[src/rtl/tick_period_meter.sv]
`default_nettype none
`timescale 1ns/1ps
// ============================================================================
//  Module      : tick_period_meter
//  Description : Measures the src_clk-cycle interval between rising edges of
//                a strobe, reports each period with a one-cycle valid pulse,
//                tracks min/max, flags lock against an expected ratio and
//                flags loss of the strobe.
//  Revision    : 1.0 - initial release
// ============================================================================
module tick_period_meter #(
    parameter int W        = 32,
    parameter int EXPECT   = 1000,
    parameter int TOL      = 2,
    parameter int LOCK_CNT = 4,
    parameter int TIMEOUT  = 4096,
    parameter int SYNC     = 0
) (
    input  logic         src_clk,
    input  logic         rst_n,
    input  logic         en,
    input  logic         tick_in,
    input  logic         clr_minmax,
    output logic [W-1:0] period,
    output logic         period_valid,
    output logic [W-1:0] period_min,
    output logic [W-1:0] period_max,
    output logic         locked,
    output logic         timeout
);

    localparam int              MW          = $clog2(LOCK_CNT + 1);
    localparam logic [W:0]      LIM_TIMEOUT = (W+1)'(TIMEOUT);
    localparam logic [W:0]      EXP_W       = (W+1)'(EXPECT);
    localparam logic [W:0]      TOL_W       = (W+1)'(TOL);
    // Lock window bounds in W+1 bits; the lower bound clamps at zero when
    // the tolerance exceeds the target.
    localparam logic [W:0]      WIN_HI      = EXP_W + TOL_W;
    localparam logic [W:0]      WIN_LO      = (EXP_W > TOL_W) ? (EXP_W - TOL_W) : '0;
    localparam logic [MW-1:0]   LOCK_TGT    = MW'(LOCK_CNT);

    typedef enum logic [1:0] {
        IDLE = 2'd0,
        MEAS = 2'd1,
        TOUT = 2'd2
    } state_t;

    state_t        state;
    state_t        state_n;
    logic [W-1:0]  cnt;
    logic [W-1:0]  cnt_n;
    logic [W:0]    cnt_inc;
    logic [MW-1:0] match;
    logic [MW-1:0] match_inc;
    logic          tick_s;
    logic          tick_q;
    logic          tick_edge;
    logic          report;
    logic          to_fire;
    logic          to_clear;
    logic          in_range;

    generate
        if (SYNC != 0) begin : g_sync
            logic [1:0] sync_ff;
            // Two-flop synchroniser for a strobe from another clock domain
            always_ff @(posedge src_clk) begin
                if (!rst_n) begin
                    sync_ff <= 2'b00;
                end else begin
                    sync_ff <= {sync_ff[0], tick_in};
                end
            end
            assign tick_s = sync_ff[1];
        end else begin : g_nosync
            assign tick_s = tick_in;
        end
    endgenerate

    assign tick_edge = tick_s & ~tick_q;
    // cnt+1 is the candidate period; kept one bit wider so the window and
    // timeout compares never wrap.
    assign cnt_inc   = {1'b0, cnt} + (W+1)'(1);
    assign in_range  = (cnt_inc >= WIN_LO) && (cnt_inc <= WIN_HI);
    assign match_inc = (match >= LOCK_TGT) ? match : match + MW'(1);

    // State register
    always_ff @(posedge src_clk) begin
        if (!rst_n) begin
            state <= IDLE;
        end else begin
            state <= state_n;
        end
    end

    // Next-state, counter and event decode
    always_comb begin
        state_n  = state;
        cnt_n    = cnt;
        report   = 1'b0;
        to_fire  = 1'b0;
        to_clear = 1'b0;
        if (!en) begin
            state_n = IDLE;
            cnt_n   = '0;
        end else begin
            case (state)
                IDLE: begin
                    if (tick_edge) begin
                        state_n = MEAS;
                        cnt_n   = '0;
                    end
                end
                MEAS: begin
                    if (tick_edge) begin
                        report = 1'b1;
                        cnt_n  = '0;
                    end else if (cnt_inc == LIM_TIMEOUT) begin
                        state_n = TOUT;
                        cnt_n   = '0;
                        to_fire = 1'b1;
                    end else begin
                        cnt_n = cnt_inc[W-1:0];
                    end
                end
                TOUT: begin
                    cnt_n = '0;
                    if (tick_edge) begin
                        state_n  = MEAS;
                        to_clear = 1'b1;
                    end
                end
                default: begin
                    state_n = IDLE;
                    cnt_n   = '0;
                end
            endcase
        end
    end

    // Counter, edge history, period report, trackers, lock and timeout flags
    always_ff @(posedge src_clk) begin
        if (!rst_n) begin
            cnt          <= '0;
            tick_q       <= 1'b0;
            period       <= '0;
            period_valid <= 1'b0;
            period_min   <= '1;
            period_max   <= '0;
            match        <= '0;
            locked       <= 1'b0;
            timeout      <= 1'b0;
        end else begin
            cnt          <= cnt_n;
            // Tracks even while disabled so a level already high at enable
            // is not mistaken for a fresh edge.
            tick_q       <= tick_s;
            period_valid <= report;
            if (report) begin
                period <= cnt_inc[W-1:0];
            end

            if (report) begin
                if (clr_minmax) begin
                    period_min <= cnt_inc[W-1:0];
                    period_max <= cnt_inc[W-1:0];
                end else begin
                    if (cnt_inc[W-1:0] < period_min) period_min <= cnt_inc[W-1:0];
                    if (cnt_inc[W-1:0] > period_max) period_max <= cnt_inc[W-1:0];
                end
            end else if (clr_minmax) begin
                period_min <= '1;
                period_max <= '0;
            end

            if (!en || to_fire) begin
                match  <= '0;
                locked <= 1'b0;
            end else if (report) begin
                if (in_range) begin
                    match <= match_inc;
                    if (match_inc >= LOCK_TGT) locked <= 1'b1;
                end else begin
                    match  <= '0;
                    locked <= 1'b0;
                end
            end

            if (!en) begin
                timeout <= 1'b0;
            end else if (to_fire) begin
                timeout <= 1'b1;
            end else if (to_clear) begin
                timeout <= 1'b0;
            end
        end
    end

endmodule
`default_nettype wire

[config.mk]
export PLATFORM = sky130hd
export DESIGN_NAME = tick_period_meter
export DESIGN_NICKNAME = d
export VERILOG_FILES = /design/src/rtl/tick_period_meter.sv
export SDC_FILE = /design/constraint.sdc
export NUM_CORES = 1
export LEC_CHECK = 0
export CAP_MARGIN = 10
export CORE_ASPECT_RATIO = 0.5
export CORE_MARGIN = 10
export CORE_UTILIZATION = 40
export DETAILED_ROUTE_END_ITERATION = 8
export PLACE_DENSITY = 0.72
export REMOVE_ABC_BUFFERS = 1
export SETUP_SLACK_MARGIN = 0.15
export SLEW_MARGIN = 10
export SYNTH_ARGS = -nofsm -noshare
export SYNTH_HDL_FRONTEND = slang
export SYNTH_SLANG_ARGS = --single-unit
[constraint.sdc]
create_clock -name src_clk -period 7.3 [get_ports src_clk]
set_clock_uncertainty 0.05 [all_clocks]
set_input_delay 0.73 -clock src_clk [delete_from_list [all_inputs] [get_ports src_clk]]
set_output_delay 0.73 -clock src_clk [all_outputs]
set_load 0.05 [all_outputs]
==> results.json, run 1 <==
{
  "crit_path_end": "period_min[17]",
  "rr_startpoint": "cnt[0]",
  "power.total_mw": 1.73,
  "vdd_drop_max_mv": 0.104,
  "clk_pin_slew_worst_paths_ns": 0.06,
  "hpwl_mm": 18.7,
  "setup_viol": 0,
  "ios": 104,
  "drc_errors": 0,
  "antenna-diode-count": 0,
  "fmax_ghz": 0.174,
  "wirelength_mm": 26.0,
  "grt_overflow": 0,
  "cp-start-kind": "register",
  "netlist_area_um2": 8160,
  "cp_max_fo": 62,
  "dp_slack_ns": 1.73,
  "cts_buffers": 17,
  "cap_violations": 0,
  "fin_crit_sh": 0.785,
  "slowest_delay_ns": 0.77,
  "ant_nets": 0,
  "yosys.area_share.simple": 0.257,
  "yosysTopAreaCellShare": 0.336,
  "fill_cells": 1845,
  "synth_ff_type": "dfxtp_1",
  "port_buffers": 103,
  "vias": 7722,
  "initial_core_util": 0.413,
  "power_density_nw_per_um2": 175,
  "r2r_end": "period_min[17]",
  "hold_path_class": "register to register",
  "worst-path-buf-inv": 0,
  "cts_tree": "built",
  "wl_per_cell_um": 19.1,
  "ys_seq_area_frac": 0.336,
  "post_cts_buffers": 0,
  "die_area_um2": 26800,
  "nets": 1148,
  "ys_ff_latch": 137,
  "avgSynthCellArea_um2": 8.12,
  "rsz0062_at_grt": "no",
  "outcome": "completed",
  "htreeDepth": 4,
  "r2r_setup_slack_ns": 1.57,
  "drtPass1Iterations": 5,
  "clk_latency_ns": 0.43,
  "required_ns": 7.56,
  "synth_compound_area_frac": 0.142,
  "grt_pass1_vias": 7075,
  "grt_max_degree": 97,
  "fp.dieW_um": 222,
  "synth_cell_type_count": 77,
  "worstMarginPinSlew_ns": 1.20,
  "grt_first_pass_wirelength_mm": 40.4,
  "layout-drive-gt1-share": 0.0733,
  "clk_path_buf_depth": 2,
  "syn_inst": 1004,
  "crit_family": "simple AND/OR/NAND/NOR gates",
  "path_depth": 13,
  "row_count": 36,
  "synth_top_family_by_area": "simple AND/OR/NAND/NOR gates",
  "async_flop_share": 0,
  "die_h_um": 121,
  "drtIter0Drc": 811,
  "antenna_found_initial": 0,
  "leakage_nw": 4.26,
  "slew-limit-headroom": 0.202,
  "drv_slew": 0,
  "setup_tns_ns": 0,
  "slowest_stage": "or4_1",
  "worst_slack_ns": 1.57,
  "cp-end-kind": "register",
  "cts_resized": 0,
  "area_delta_synth_final_pct": 21.6,
  "viasPerCell": 5.69,
  "cp_common_cell": "ha_1",
  "core_um2": 19700,
  "yosys_warnings": 0,
  "synth_mux_area_frac": 0.0417,
  "place.gp.congestion": 0.928,
  "synth_fa_ha_area_frac": 0.0966,
  "period_minus_slack_ns": 5.73,
  "grt_use_total": 0.186,
  "synth-xor-area-share": 0.0495,
  "yosys-top-cells-area": "dfxtp_1 34%, ha_1 9.7%, nand2_1 5.2%, nor2_1 4.4%, mux2i_1 4.2%",
  "hold_viol_final": 0,
  "cts_root_buf": "clkbuf_16",
  "arrival_ns": 5.99,
  "synth_top_cell_by_area": "dfxtp_1",
  "r2r_cells": 13,
  "cts_sinks": 137,
  "holdBufCountCts": 0,
  "worstPathCellList": "ha_1 > nand3_1 > or4_1 > or4_4 > xnor2_4 > ha_1 > a21oi_1 > a21boi_0 > o311a_1 > nor3_1 > o2111ai_1 > and4b_2 > o41a_1",
  "critical_path_class": "register to register",
  "startpoint": "cnt[0]",
  "synth_edf_count": 0
}
## worst min-delay path by stage
stage	start	endpoint	slack, ns	depth (start not counted)
global route	period_max[13]	period_max[13]	0.46	2
global placement	period_max[13]	period_max[13]	0.41	2
floorplan	match[0]	match[0]	0.43	1
detailed placement	period_max[5]	period_max[5]	0.42	2
CTS	period_max[5]	period_max[5]	0.43	2
finish	period_max[5]	period_max[5]	0.42	2
## layout by cell type (no fill, tap or decap), drive strengths merged, types with 6 or more instances in the layout
cell type	instances
dfxtp	137
nand2	113
clkdlybuf4s50	102
nor2	97
inv	76
ha	63
nor3	51
o21ai	44
nand3	35
mux2i	34
a31oi	33
nand4	33
a21oi	30
xnor2	26
buf	21
clkbuf	19
nor4	19
xor2	18
a211oi	10
or4	9
or2	8
a22oi	8
a21o	8
and3	8
and4	7
nand2b	6
## layer usage
layer,wire [µm],share of wire,GRT usage
met1,12200,0.47,0.256
met2,11400,0.44,0.285
met3,1950,0.075,0.0380
met4,459,0.018,0.0591
met5,0,0,0
## sequential cells by signal, summed over array words and instances (netlist names)
name,flops
cnt,32
locked,1
match,3
period,32
period_max,32
period_min,32
period_valid,1
state,2
tick_q,1
timeout,1
## per-stage QoR
stage | hold WS, ns | utilization | area [µm²] | cells
after floorplan | 0.428 | - | 7810 | 938
after global routing | 0.455 | 0.503 | 9920 | 1358
after CTS | 0.430 | 0.503 | 9920 | 1358
after detailed placement | 0.421 | 0.473 | 9320 | 1327
final | 0.425 | 0.503 | 9920 | 1358
after global placement | 0.408 | 0.473 | 9320 | 1327
## power by group
group	internal, mW	switching [mW]	leakage, nW
registers	0.753	0.00477	1.11
logic	0.0237	0.0634	2.87
clock network	0.543	0.347	0.285
total	1.32	0.415	4.26
## tightest hold or removal path, stage by stage (launching register included)
cell and delay, ns:
dfxtp_1 0.32, nand2_1 0.05, mux2i_1 0.05
## logic make-up after synthesis
kind of cell / after synthesis
AOI/OAI and AO/OA: 174
xor gates and xnor gates: 44
adders and majority gates: 63
muxes: 34
and+or+nand+nor: 411
DFF: 137
buffers and inverters: 141
## cell usage after synthesis, drive strengths merged (9+ instances only)
cell	n
dfxtp	137
nand2	113
nor2	97
inv	75
ha	63
nor3	51
clkbuf	45
o21ai	44
nand3	35
mux2i	34
a31oi	33
nand4	33
a21oi	30
xnor2	26
buf	21
nor4	19
xor2	18
a211oi	10
or4	9
## cell type report
type                       instances  area (µm²)  area share
inverter                          75         282      0.0284
multi-input combinational        726        4790       0.483
tap                              266         333      0.0336
clock buffer                      19         443      0.0447
sequential                       137        2740       0.277
timing repair buffer             123        1180       0.119
clock inverter                    12         150      0.0151
Note: power is estimated with default switching activity, not from simulation.
==> run 2: changes to the inputs <==
==> constraint.sdc (replaced) <==
create_clock -name src_clk -period 5.8 [get_ports src_clk]
set_clock_uncertainty 0.05 [all_clocks]
set_input_delay 0.58 -clock src_clk [delete_from_list [all_inputs] [get_ports src_clk]]
set_output_delay 0.58 -clock src_clk [all_outputs]
set_load 0.05 [all_outputs]
==> run 2 against run 1 <==
  * Final cell count is 0.96% higher
  * Maximum frequency grew 7.2%
  * Routed wire length rose by 2.7%
  * Core utilization is 0.57 points higher
  * Worst setup slack worse by 1.1 ns
  * Sequential share of layout area shrank 0.31 points
  * Largest cell class unchanged
==> results.json, run 2 (synthesis gave the netlist of run 1 again) <==
{
  "cts_root_buf": "clkbuf_16",
  "setup_viol": 0,
  "arrival_ns": 5.55,
  "viasPerCell": 5.71,
  "clk_pin_slew_worst_paths_ns": 0.06,
  "hold_path_class": "register to register",
  "grt_first_pass_wirelength_mm": 42.3,
  "leakage_nw": 4.33,
  "htreeDepth": 4,
  "power.total_mw": 2.20,
  "wirelength_mm": 26.7,
  "rr_startpoint": "cnt[1]",
  "grt_overflow": 0,
  "r2r_cells": 15,
  "drv_slew": 0,
  "layout_commonest_cell": "dfxtp_1",
  "cts_resized": 0,
  "slew-limit-headroom": 0.209,
  "r2r_setup_slack_ns": 0.45,
  "antenna_found_initial": 0,
  "place.gp.congestion": 0.937,
  "layout_common_cells": "137 x dfxtp_1, 113 x nand2_1, 102 x clkdlybuf4s50_1",
  "antenna-diode-count": 0,
  "dp_slack_ns": 0.486,
  "die_area_um2": 26800,
  "drtIter0Drc": 918,
  "nets": 1160,
  "die_h_um": 121,
  "post_cts_buffers": 0,
  "grt_max_degree": 91,
  "fmax_ghz": 0.187,
  "cts_sinks": 137,
  "period_minus_slack_ns": 5.35,
  "hold_path.startpoint": "period_max[15]",
  "initial_core_util": 0.413,
  "vias": 7830,
  "rsz0062_at_grt": "no",
  "fp.dieW_um": 222,
  "drtPass1Iterations": 5,
  "cts_tree": "built",
  "cts_buffers": 17,
  "cap_violations": 0,
  "min_to": "period_max[15]",
  "final_util": 0.508,
  "hpwl_mm": 19.1,
  "post_dp_cell_area_um2": 9430,
  "ios": 104,
  "cp-start-kind": "register",
  "fin_crit_sh": 0.922,
  "r2r_end": "period_min[26]",
  "hold_viol_final": 0,
  "area_delta_synth_final_pct": 23.0,
  "row_count": 36,
  "port_buffers": 103,
  "clk_latency_ns": 0.42,
  "postLayoutCellArea_um2": 10000,
  "worst_slack_ns": 0.454,
  "holdPathStages": 2,
  "wl_per_cell_um": 19.5,
  "holdBufCountCts": 0,
  "core_um2": 19700,
  "cp-end-kind": "register",
  "ant_nets": 0,
  "setup_tns_ns": 0,
  "required_ns": 6.01,
  "vdd_drop_max_mv": 0.161,
  "outcome": "completed",
  "worstMarginPinSlew_ns": 1.18,
  "critical_path_class": "register to register",
  "grt_use_total": 0.193,
  "cp_max_fo": 38,
  "layout-drive-gt1-share": 0.0851,
  "clk_path_buf_depth": 2,
  "drc_errors": 0,
  "power_density_nw_per_um2": 220,
  "grt_pass1_vias": 7490
}
-- run 2: report_power, final --
group	switching (mW)	total (mW)	leakage [nW]	internal, mW
logic	0.0813	0.113	2.94	0.0319
registers	0.00573	0.953	1.11	0.947
clock network	0.457	1.14	0.287	0.680
-- run 2: worst max path at each step --
stage,start,end,slack (ns)
2_1_floorplan,cnt[0],period_max[0],0.54
3_3_place_gp,cnt[1],period_min[22],0.70
3_5_place_dp,cnt[1],period_min[26],0.49
4_1_cts,cnt[1],period_min[26],0.47
5_1_grt,cnt[1],period_min[27],0.15
6_report,cnt[1],period_min[26],0.45
-- run 2: layout make-up --
| cell class | count | area (µm²) |
|---|---|---|
| Clock inverter | 14 | 171 |
| Timing Repair Buffer | 135 | 1280 |
| Clock buffer | 18 | 429 |
| Multi-Input combinational cell | 726 | 4790 |
| Fill cell | 1873 | 9700 |
| Tap cell | 266 | 333 |
| Inverter | 75 | 282 |
| Sequential cell | 137 | 2740 |
-- run 2: per-layer routing --
metal | vias up | GRT usage | wire, µm
li1 | 3729 | - | -
met1 | 3756 | 0.265 | 12200
met2 | 318 | 0.305 | 11900
met3 | 27 | 0.0394 | 2170
met4 | 0 | 0.0482 | 421
met5 | - | 0 | 0
-- run 2: worst max-delay path: stages (launching register included) --
cell and delay (ns):
dfxtp_1 0.50, ha_2 0.37, nand3_1 0.24, or4_1 0.77
or4_4 0.59, xnor2_4 0.16, ha_1 0.33, a21oi_1 0.16
a21boi_0 0.10, o311a_1 0.36, nor3_1 0.31, o2111ai_1 0.17
and4b_2 0.50, buf_12 0.27, nor3_1 0.22, a31oi_1 0.07
-- run 2: per-stage QoR --
stage               hold slack (ns)  cells
floorplan                     0.428    938
global route                  0.448   1371
finish                        0.426   1371
CTS                           0.430   1371
detailed placement            0.420   1339
global placement              0.408   1339
==> run 3: changes to the inputs <==
--- a/config.mk
+++ b/config.mk
@@ -5,6 +5,7 @@
 export SDC_FILE = /design/constraint.sdc
 export NUM_CORES = 1
 export LEC_CHECK = 0
+export ABC_AREA = 0
 export CAP_MARGIN = 10
 export CORE_ASPECT_RATIO = 0.5
 export CORE_MARGIN = 10
==> results of run 3 <==
Final layout, timing and power as in run 2 (identical DEF).
